$ cat config.mk
export PLATFORM = sky130hd
export DESIGN_NAME = trans_allocator_rr
export DESIGN_NICKNAME = d
export VERILOG_FILES = /design/src/rtl/trans_allocator_rr.sv
export SDC_FILE = /design/constraint.sdc
export NUM_CORES = 1
export LEC_CHECK = 0
export BUFFER_PORTS_ARGS = -buffer_cell sky130_fd_sc_hd__buf_2
export CORE_MARGIN = 2
export CORE_UTILIZATION = 50
export CTS_BUF_LIST = sky130_fd_sc_hd__clkbuf_8
export DETAILED_ROUTE_END_ITERATION = 10
export GPL_TIMING_DRIVEN = 1
export PLACE_DENSITY_LB_ADDON = 0.05
export SYNTH_ARGS = -nofsm -noshare
export SYNTH_HDL_FRONTEND = slang
export SYNTH_SLANG_ARGS = --single-unit
$ cat constraint.sdc
create_clock -name clk_i -period 3.81 [get_ports clk_i]
set_input_delay 1.143 -clock clk_i [delete_from_list [all_inputs] [get_ports clk_i]]
set_output_delay 1.143 -clock clk_i [all_outputs]
set_load 0.005 [all_outputs]
$ cat src/rtl/trans_allocator_rr.sv
`timescale 1ns/1ps
// SID allocator: round-robin core grant of the lowest free SID, combinational and gated only by SID availability.
// Terminations: pend one edge after term_sig_i, then a registered one-cycle evt/int pulse, one SID per cycle. Option: TRANS_ALLOC_FREE_CNT_EN adds free_cnt_o.
module trans_allocator_rr #(
  parameter int NB_CORES        = 4,
  parameter int NB_TRANSFERS    = 8,
  parameter int TRANS_SID_WIDTH = $clog2(NB_TRANSFERS),
  parameter int TRANS_CID_WIDTH = (NB_CORES > 1) ? $clog2(NB_CORES) : 1
) (
  input  logic                                          clk_i,
  input  logic                                          rst_i,
  input  logic [NB_CORES-1:0]                           trans_req_i,
  output logic [NB_CORES-1:0]                           trans_gnt_o,
  output logic [NB_CORES-1:0][TRANS_SID_WIDTH-1:0]      trans_sid_o,
  input  logic [NB_CORES-1:0][NB_TRANSFERS-1:0]         trans_clr_i,
  output logic [NB_CORES-1:0][NB_TRANSFERS-1:0]         trans_status_o,
  input  logic                                          cmd_req_i,
  input  logic                                          cmd_gnt_i,
  input  logic [TRANS_SID_WIDTH-1:0]                    cmd_sid_i,
  input  logic [TRANS_CID_WIDTH-1:0]                    cmd_cid_i,
  input  logic                                          cmd_ele_i,
  input  logic                                          cmd_ile_i,
  input  logic                                          cmd_ble_i,
  input  logic [NB_TRANSFERS-1:0]                       term_sig_i,
  output logic [NB_CORES-1:0]                           term_evt_o,
  output logic [NB_CORES-1:0]                           term_int_o
`ifdef TRANS_ALLOC_FREE_CNT_EN
  ,
  output logic [$clog2(NB_TRANSFERS+1)-1:0]             free_cnt_o
`endif
);

  localparam int CPW = (NB_CORES > 1) ? $clog2(NB_CORES) : 1;

  typedef struct packed {
    logic [TRANS_CID_WIDTH-1:0] cid;
    logic                       ele;
    logic                       ile;
    logic                       ble;
  } rec_t;

  logic [NB_TRANSFERS-1:0]    busy_q, busy_nxt, pend_q, clr_any, set_vec, serve_clr;
  rec_t                       record_q [NB_TRANSFERS];
  rec_t                       tbuf_q   [NB_TRANSFERS];
  rec_t                       serve_rec;
  logic [CPW-1:0]             alloc_ptr_q, gnt_idx, cand;
  logic [TRANS_SID_WIDTH-1:0] serve_ptr_q, free_sid, serve_sid, scand;
  logic                       free_vld, gnt_vld, serve_vld;
  logic [NB_CORES-1:0]        evt_nxt, int_nxt;

  // Descending scan leaves the lowest free index in free_sid.
  always_comb begin
    free_vld = 1'b0;
    free_sid = '0;
    for (int s = NB_TRANSFERS - 1; s >= 0; s--) begin
      if (!busy_q[s]) begin
        free_vld = 1'b1;
        free_sid = TRANS_SID_WIDTH'(s);
      end
    end
  end

  // alloc_ptr_q holds the next core to consider, so reset value 0 favours core 0.
  always_comb begin
    gnt_vld = 1'b0;
    gnt_idx = '0;
    cand    = '0;
    for (int i = 0; i < NB_CORES; i++) begin
      cand = CPW'((int'(alloc_ptr_q) + i) % NB_CORES);
      if (!gnt_vld && trans_req_i[cand]) begin
        gnt_vld = 1'b1;
        gnt_idx = cand;
      end
    end
    gnt_vld = gnt_vld & free_vld & !rst_i;
  end

  always_comb begin
    trans_gnt_o = '0;
    if (gnt_vld) trans_gnt_o[gnt_idx] = 1'b1;
    set_vec = '0;
    if (gnt_vld) set_vec[free_sid] = 1'b1;
    clr_any = '0;
    for (int c = 0; c < NB_CORES; c++) clr_any = clr_any | trans_clr_i[c];
    busy_nxt = (busy_q & ~clr_any) | set_vec;
    for (int c = 0; c < NB_CORES; c++) begin
      trans_sid_o[c]    = free_sid;
      trans_status_o[c] = busy_q;
    end
  end

  always_comb begin
    serve_vld = 1'b0;
    serve_sid = '0;
    scand     = '0;
    for (int i = 0; i < NB_TRANSFERS; i++) begin
      scand = TRANS_SID_WIDTH'((int'(serve_ptr_q) + i) % NB_TRANSFERS);
      if (!serve_vld && pend_q[scand]) begin
        serve_vld = 1'b1;
        serve_sid = scand;
      end
    end
    serve_clr = '0;
    if (serve_vld) serve_clr[serve_sid] = 1'b1;
  end

  // Broadcast records hit every core; directed ones only their own cid, if it exists.
  always_comb begin
    evt_nxt   = '0;
    int_nxt   = '0;
    serve_rec = tbuf_q[serve_sid];
    if (serve_vld) begin
      if (serve_rec.ble) begin
        evt_nxt = {NB_CORES{serve_rec.ele}};
        int_nxt = {NB_CORES{serve_rec.ile}};
      end else if (int'(serve_rec.cid) < NB_CORES) begin
        evt_nxt[serve_rec.cid] = serve_rec.ele;
        int_nxt[serve_rec.cid] = serve_rec.ile;
      end
    end
  end

  always_ff @(posedge clk_i or posedge rst_i) begin
    if (rst_i) begin
      busy_q      <= '0;
      pend_q      <= '0;
      alloc_ptr_q <= '0;
      serve_ptr_q <= '0;
      term_evt_o  <= '0;
      term_int_o  <= '0;
      for (int s = 0; s < NB_TRANSFERS; s++) begin
        record_q[s] <= '0;
        tbuf_q[s]   <= '0;
      end
    end else begin
      busy_q <= busy_nxt;
      if (gnt_vld) alloc_ptr_q <= CPW'((int'(gnt_idx) + 1) % NB_CORES);
      if (cmd_req_i && cmd_gnt_i)
        record_q[cmd_sid_i] <= '{cid: cmd_cid_i, ele: cmd_ele_i, ile: cmd_ile_i, ble: cmd_ble_i};
      // A fresh termination on the served SID re-arms pend with the newer record.
      for (int s = 0; s < NB_TRANSFERS; s++) begin
        if (term_sig_i[s]) tbuf_q[s] <= record_q[s];
      end
      pend_q <= (pend_q & ~serve_clr) | term_sig_i;
      if (serve_vld) serve_ptr_q <= TRANS_SID_WIDTH'((int'(serve_sid) + 1) % NB_TRANSFERS);
      term_evt_o <= evt_nxt;
      term_int_o <= int_nxt;
    end
  end

`ifdef TRANS_ALLOC_FREE_CNT_EN
  localparam int FCW = $clog2(NB_TRANSFERS + 1);
  logic [FCW-1:0] free_nxt;

  always_comb begin
    free_nxt = '0;
    for (int s = 0; s < NB_TRANSFERS; s++) begin
      if (!busy_nxt[s]) free_nxt = free_nxt + FCW'(1);
    end
  end

  always_ff @(posedge clk_i or posedge rst_i) begin
    if (rst_i)                    free_cnt_o <= FCW'(NB_TRANSFERS);
    else if (busy_nxt != busy_q)  free_cnt_o <= free_nxt;
  end
`endif

endmodule

==> metrics.md, run 1 <==
| Metric | Value |
|---|---|
| Die Span Y | 115.9 um |
| Slowest-stage cell, CP | mux4_2 |
| GRT Util Overall | 0.2300 |
| Grt ovf | 0 |
| Fin worst setup slack | approximately 0.055 ns |
| WL/cell | between 15 and 20 um |
| Hold Violations, Final | 0 |
| Maximum vdd drop | ~0.34 mV |
| Placed Area | a little under 7000 um2 |
| Family with the most delay on the worst path | multiplexers |
| Hold-fix buffers at CTS | 0 |
| H-tree Lvls | 3 |
| Cell area after synthesis | roughly 6300 um2 |
| Mux contribution to synthesized area | 0.2870 |
| Syn nets | 587 |
| Crit path DAT | around 4.0 ns |
| Placer Congestion | 0.9463 |
| Max_slew headroom | 0.6281 |
| Design area | about 7000 um2 |
| Initial Util | 0.5169 |
| Layout cells sized above 1 | 0.4667 |
| R2R Path Start | serve_ptr_q[0] |
| Tmin final | roughly 3.8 ns |
| Crit Path Class | flip-flop to flip-flop |
| Vias in the first global route | 4385 |
| Clock Tree Root | clkbuf_8 |
| Synth top area share | 0.4357 |
| Ys flop type | dfrtp_1 |
| DRT iter0 DRCs | 259 |
| Reg-to-reg slack, setup | around 0.055 ns |
| Hold_sp | record_q[33] |
| Max stage delay on crit path | around 0.57 ns |
| Routed Antenna Nets | 0 |
| Leakage power | about 0.0033 uW |
| RSZ-0062 raised after global routing | true |
| CP Launch Type | flip-flop |
| Port buffer count | between 100 and 150 |
| CTS buffer count | 9 |
| Synth top area cells | dfrtp_1 44%, mux2_2 15%, mux2i_1 5.1% |
| Row count | 40 |
| Pre-CTS setup slack | -0.006948 ns |
| Worst-skew pair later-pin latency | 0.38 ns |
| Post-synthesis cell count | between 500 and 600 |
| Power Dens Cells | just over 800 nW/um2 |
| Clk_skew | roughly 0.011 ns |
| Hold EP | tbuf_q[33] |
| Diode count | 0 |
| Initial antenna violation count | 0 |
| TritonRoute pass-1 iters | 5 |
| Syn avg cell area | 11.95 um2 |
| Slew @ Worst Pin | between 0.5 and 0.6 ns |
| Yosys top cell by area | dfrtp_1 |
| Max Cap Viol | 0 |
| Max FO, Critical Path | 7 |
| Post-synthesis adder-cell area fraction | 0.01399 |
| HPWL Detailed | 11060 um |
| Die width | ~120 um |
| Post-synthesis simple-gate area fraction | 0.09313 |
| First-pass GRT wire length | approximately 23000 um |
| CP endpoint kind | flip-flop |
| WP data required | between 4 and 5 ns |
| Xor and xnor area share after synthesis | 0.006795 |
| Post-route clock period utilization | 0.9856 |
| R2r worst-path depth | 12 |
| Die ar. | approximately 13000 um2 |
| Largest net degree at the start of global routing | between 100 and 150 |
| Slew Limit Fails | 0 |
| Hold slack | between 0.5 and 0.6 ns |
| Worst hold path stage count | 1 |
| Via density | 5.570 |
| Post-synth EDFFs | 0 |
| Placed cells | roughly 780 |
| Synth Area in Compound Gates | 0.08513 |
| Synthesized flop and latch total | roughly 110 |
| Async set-reset flop share out of synthesis | 1.000 |
| Worst r2r dst | term_int_o[0] |
| Largest family of logic cells by synthesized area | multiplexers |
| Most frequent cells in the layout | 111 x buf_2, 107 x dfrtp_1, 86 x mux2_2 |
| CTS tree | built |
| Clock Sinks | ~110 |
| Yosys cell types | between 60 and 70 |
| Commonest non-fill, non-tap cell in the layout | buf_2 |
| Setup violators final | 0 |
| Clock tree buffer depth | 2 |
| Buf/Inv on CP | 1 |
| Yosys warning total | 0 |
| Vias | approximately 4400 |
| Core box area | between 10000 and 15000 um2 |
| Status | complete, no violations |
| Layout Cells excl Fill | about 800 |
| Layout net count | slightly below 700 |
| Worst-path cell chain | buf_4 > mux4_2 > mux2_4 > a31oi_4 > o311ai_4 > or3_1 > o32a_1 > a31oi_4 > mux4_2 > mux2_4 > a21oi_1 > nor2b_1 |
| Remaining routing DRC violations | 0 |
| Sequential share of the synthesized area | 0.4357 |
| Path category of the worst min-delay check | flip-flop to flip-flop |
| Highest clock rate | roughly 0.27 GHz |
| Layout area overhead | 14.81% |
| Clock slew at reported path FFs | around 0.10 ns |
| I/O pin count | 112 |
| WL final | ~15000 um |
[Yosys cell counts (2+ instances only)]
cell / count
dfrtp_1: 109
mux2_2: 86
nand2_1: 35
buf_4: 34
mux2i_1: 32
nor2_1: 32
a21oi_1: 14
mux4_2: 13
o21ai_0: 13
clkbuf_1: 12
nand2b_1: 12
nor4_1: 10
inv_1: 9
ha_1: 7
mux2_1: 7
nor2b_1: 7
a22o_1: 6
buf_6: 6
o21ai_1: 6
nand3_1: 5
a21o_1: 4
a31oi_1: 4
and2_1: 4
clkbuf_8: 4
mux4_1: 3
nor3_1: 3
o31ai_1: 3
or3_1: 3
a21oi_2: 2
a31oi_4: 2
and3_1: 2
mux2_4: 2
mux2i_2: 2
nand3b_1: 2
nand4_1: 2
xor2_1: 2
[what timing repair did]
item / 4_1_cts / 5_1_grt
gates resized for setup: 1 / 17
hold endpoints to repair: 0 / 0
setup buffers: 0 / 1
pin swaps: 0 / 4
endpoints found under the setup margin: 4 / 10
[worst max-delay path by stage]
stage,end,cells past startpoint,start,slack (ns)
after floorplan,term_int_o[0],15,serve_ptr_q[0],0.02
after global placement,term_int_o[1],14,serve_ptr_q[0],0.08
after detailed placement,term_int_o[1],14,serve_ptr_q[0],-0.007
after CTS,term_int_o[2],14,serve_ptr_q[0],0.02
after global routing,term_int_o[2],13,serve_ptr_q[0],-0.07
final,term_int_o[0],12,serve_ptr_q[0],0.05
[metrics by stage]
stage | setup TNS [ns] | utilization | total power, uW
3_3_place_gp | 0 | 0.5712 | 4963
6_report | 0 | 0.5935 | 5845
3_5_place_dp | -0.006948 | 0.5712 | 5018
5_1_grt | -0.2357 | 0.5935 | 6249
2_1_floorplan | 0 | - | 4060
4_1_cts | 0 | 0.5876 | 5724
[state kept, by name (all words and copies together) (netlist names)]
| register | cells |
|---|---|
| serve_ptr_q | 3 |
| term_evt_o | 4 |
| record_q | 40 |
| tbuf_q | 40 |
| pend_q | 8 |
| term_int_o | 4 |
| alloc_ptr_q | 2 |
| busy_q | 8 |
[cell type report]
cell class / count / area (um2)
fill: 1024 / 4923
clock buffer: 10 / 137.6
tap: 168 / 210.2
clock inverter: 6 / 57.56
multi-input combinational: 346 / 3112
inverter: 11 / 46.29
timing repair buffer: 148 / 894.6
sequential: 109 / 2730
[layer usage]
metal,global-route usage,routed length [um]
met1,0.3063,6457
met2,0.3774,7128
met3,0.04446,617
met4,0.08413,446
met5,0,0
[logic make-up (layout without fill, tap and decap cells)]
kind of cell / after synthesis / after routing
buffers and inverters: 69 / 175
multiplexers: 145 / 145
adder cells (fa/ha/maj): 7 / 7
flip-flops: 109 / 109
AO/OA/AOI/OAI: 70 / 70
AND/OR/NAND/NOR: 120 / 120
XOR/XNOR: 4 / 4
[where the power goes]
group | internal, uW | switching, uW
clock | 270 | 414
sequential | 1470 | 228
combinational | 1720 | 1740
total | 3460 | 2390
(Power assumes the default switching activity.)
==> run 2: changes to the inputs <==
ABC_AREA = 1   (was default)
==> run 2 against run 1 <==
Against the previous run:
- non-clock buffer count decreased by 18
- synthesized area down 2.3%
- the run now ends with setup timing left
- largest cell class unchanged
- setup slack worse by 0.060 ns
- clock-buffer cell count fell by 1
- highest routed layer unchanged
==> metrics.md, run 2 <==
| Metric | Value |
|---|---|
| Clk_skew | 0.006544 ns (-0.004196 ns) |
| Grt ovf | 0 (unchanged) |
| Tmin final | 3.816 ns (+0.06050 ns) |
| Vias | 5250 (+18%) |
| Failing checks | setup timing |
| Setup violators final | 2 (+2) |
| Clock slew at reported path FFs | 0.10 ns (about the same) |
| Slew @ Worst Pin | 0.8000 ns (+0.2442 ns) |
| Initial Util | 0.5114 (-0.005540) |
| Crit path DAT | 2.67 ns (-1.35 ns) |
| Top Registers | record_q x40, tbuf_q x40 |
| Clock Sinks | 109 (unchanged) |
| Most frequent cell after synthesis | nand2_1 |
| Max_slew headroom | 0.4655 (-0.1626) |
| Routed Antenna Nets | 0 (unchanged) |
| Worst r2r dst | term_int_o[1] |
| Path category of the worst min-delay check | flip-flop to flip-flop |
| Clock Tree Root | clkbuf_8 |
| CTS buffer count | 9 (unchanged) |
| CP Launch Type | primary input |
| Vias in the first global route | 4884 (+11%) |
| Hold-fix buffers at CTS | 0 (unchanged) |
| Post-route clock period utilization | 1.001 (+0.01588) |
| RSZ-0062 raised after global routing | true |
| Worst-skew pair later-pin latency | 0.39 ns (about the same) |
| Pre-CTS setup slack | -0.2700 ns (-0.2630 ns) |
| Crit Path Class | primary input to primary output |
| Worst hold path stage count | 2 (+1) |
| Placed cells | 1021 (+31%) |
| Placer Congestion | 0.9244 (-2.3%) |
| Remaining routing DRC violations | 0 (unchanged) |
| WL final | 14270 um (-2.6%) |
| Fin worst setup slack | -0.005536 ns (-0.06050 ns) |
| Syn nets | 859 (+46%) |
| Family with the most delay on the worst path | simple AND/OR/NAND/NOR gates |
| Design area | 7057 um2 (-1.8%) |
| Filler cells | 1143 (+12%) |
| Yosys cell types | 37 (-39%) |
| GRT Util Overall | 0.2254 (-0.004633) |
| Reg-to-reg slack, setup | 0.59 ns (+0.54 ns) |
| H-tree Lvls | 3 (unchanged) |
| Yosys top cell by area | dfrtp_1 |
| Most frequent cells in the layout | 270 x nand2_1, 108 x dfrtp_1, 107 x buf_2 |
| Max stage delay on crit path | 0.16 ns (-0.41 ns) |
| Sequential share of the synthesized area | 0.4459 (+0.01025) |
| Cell area after synthesis | 6117 um2 (-2.3%) |
| Hold_sp | tbuf_q[2] |
| I/O pin count | 112 (unchanged) |
| WP data required | 2.67 ns (-1.40 ns) |
| Via density | 5.048 (-9.4%) |
| Highest clock rate | 0.2621 GHz (-1.6%) |
| Async set-reset flop share out of synthesis | 1.000 (unchanged) |
| Synthesized flop and latch total | 109 (unchanged) |
| Layout Cells excl Fill | 1040 (+30%) |
| Most frequent cells after synthesis | 279 x nand2_1, 109 x dfrtp_1, 95 x o21ai_0 |
| Ys flop type | dfrtp_1 |
| Max FO, Critical Path | 3 (-4) |
| DRT iter0 DRCs | 364 (+41%) |
| Synth top area share | 0.4459 (+0.01025) |
| TritonRoute pass-1 iters | 5 (unchanged) |
| Hold slack | 0.4782 ns (-0.03239 ns) |
| HPWL Detailed | 10830 um (-2.1%) |
| Tot Pwr | 7453 uW (+28%) |
| Commonest non-fill, non-tap cell in the layout | nand2_1 |
| Post-synth EDFFs | 0 (unchanged) |
| Power Dens Cells | 1056 nW/um2 (+30%) |
| Leakage power | 0.003762 uW (+13%) |
| Die ar. | 13140 um2 (-2.2%) |
| Layout area overhead | 15.36% |
| Row count | 40 (unchanged) |
| Worst-path cell chain | buf_6 > nand2_2 > o21ai_2 > nand2_1 > nand2_2 > nor2_2 > inv_2 > nor2_4 > buf_6 > nand2_4 > nand2_1 > o21a_4 > ha_1 > inv_1 > nor2_1 > buf_2 |
| CP endpoint kind | primary output |
| Slowest-stage cell, CP | o21a_4 |
| WL/cell | 13.72 um (-25%) |
| Die width | 114.6 um (-1.1%) |
| Core box area | 11960 um2 (-1.2%) |
| R2R Path Start | serve_ptr_q[1] |
| Layout net count | 951 (+38%) |
| First-pass GRT wire length | 23400 um (about the same) |
| Diode count | 0 (unchanged) |
| Yosys warning total | 0 (unchanged) |
| CTS tree | built |
| Hold Violations, Final | 0 (unchanged) |
| Largest net degree at the start of global routing | 42 (-58%) |
| Slew Limit Fails | 0 (unchanged) |
| Hold EP | tbuf_q[2] |
| R2r worst-path depth | 18 (+6) |
| Syn avg cell area | 7.685 um2 (-36%) |
| Port buffer count | 111 (unchanged) |
| Post-synthesis cell count | 796 (+52%) |
| Layout cells sized above 1 | 0.2553 (-0.2113) |
| Clock tree buffer depth | 2 (unchanged) |
| Die Span Y | 114.6 um (-1.1%) |
| Status | complete, but fails checks |
| Synth top area cells | dfrtp_1 45%, nand2_1 17%, o21ai_0 7.8% |
| Buf/Inv on CP | 5 (+4) |
| Initial antenna violation count | 0 (unchanged) |
| Max Cap Viol | 0 (unchanged) |
| Maximum vdd drop | 0.6073 mV (+79%) |
| Placed Area | 6638 um2 (-4.1%) |
run 2: cells by family after synthesis:
logic type,synth area share
adder cells (fa/ha/maj),0.01432
XOR/XNOR,0.008591
buffers and inverters,0.1100
AND/OR/NAND/NOR,0.3127
flip-flops,0.4459
AO/OA/AOI/OAI,0.1084
run 2: metal layers:
layer | GRT usage | routed length (um) | up-vias
met5 | 0 | 0 | -
met4 | 0.05528 | 169 | 0
met3 | 0.03653 | 657 | 16
met2 | 0.3582 | 6821 | 126
met1 | 0.3239 | 6624 | 2429
li1 | - | - | 2679
run 2: power by group:
group / leakage [uW] / internal (uW) / switching, uW
sequential: 0.00137 / 1450 / 168
combinational: 0.00228 / 1790 / 3260
clock: 0.000106 / 374 / 415
total: 0.00376 / 3610 / 3850
run 2: what timing repair did:
item	in CTS	in global routing
pin swaps	11	20
setup endpoints to repair	4	4
setup buffers	3	2
gates resized for setup	18	38
run 2: cell type report:
type / instances / area [um2] / area share
multi-input cells: 554 / 2848 / 0.4035
flip-flops and latches: 109 / 2729 / 0.3867
repair buffers: 130 / 743.2 / 0.1053
inverters: 84 / 331.6 / 0.04699
well taps: 147 / 183.9 / 0.02606
clock buffers: 9 / 123.9 / 0.01755
clock inverters: 7 / 97.59 / 0.01383
run 2: how the worst max path moves through the flow:
stage	slack, ns	cells past startpoint	end	start
after floorplan	0.13	14	trans_gnt_o[1]	trans_req_i[3]
after global placement	-0.16	16	trans_gnt_o[3]	trans_req_i[3]
after detailed placement	-0.27	16	trans_gnt_o[3]	trans_req_i[3]
after CTS	-0.01	16	trans_gnt_o[1]	trans_req_i[0]
after global routing	-0.09	16	trans_gnt_o[1]	trans_req_i[0]
final	-0.006	16	trans_gnt_o[2]	trans_req_i[3]
run 2: through the flow:
| step | TNS [ns] | util |
|---|---|---|
| after floorplan | 0 | - |
| after CTS | -0.03352 | 0.5783 |
| after detailed placement | -0.9424 | 0.5549 |
| final | -0.008602 | 0.5900 |
| after global routing | -0.3015 | 0.5900 |
| after global placement | -0.5141 | 0.5549 |
run 2: worst reg2reg max path: stages (launching register included):
cell,delay [ns]
dfrtp_1,0.40
inv_2,0.16
ha_1,0.27
inv_1,0.19
nand3_1,0.18
nand2_1,0.10
nand2_1,0.05
nand2_1,0.17
nand3_1,0.15
o21ai_0,0.22
nand3b_4,0.19
nand2_4,0.23
nand2_1,0.20
nand2_1,0.07
nand2_1,0.07
nand2_1,0.05
nor2_1,0.21
nand2_1,0.12
a21oi_1,0.14
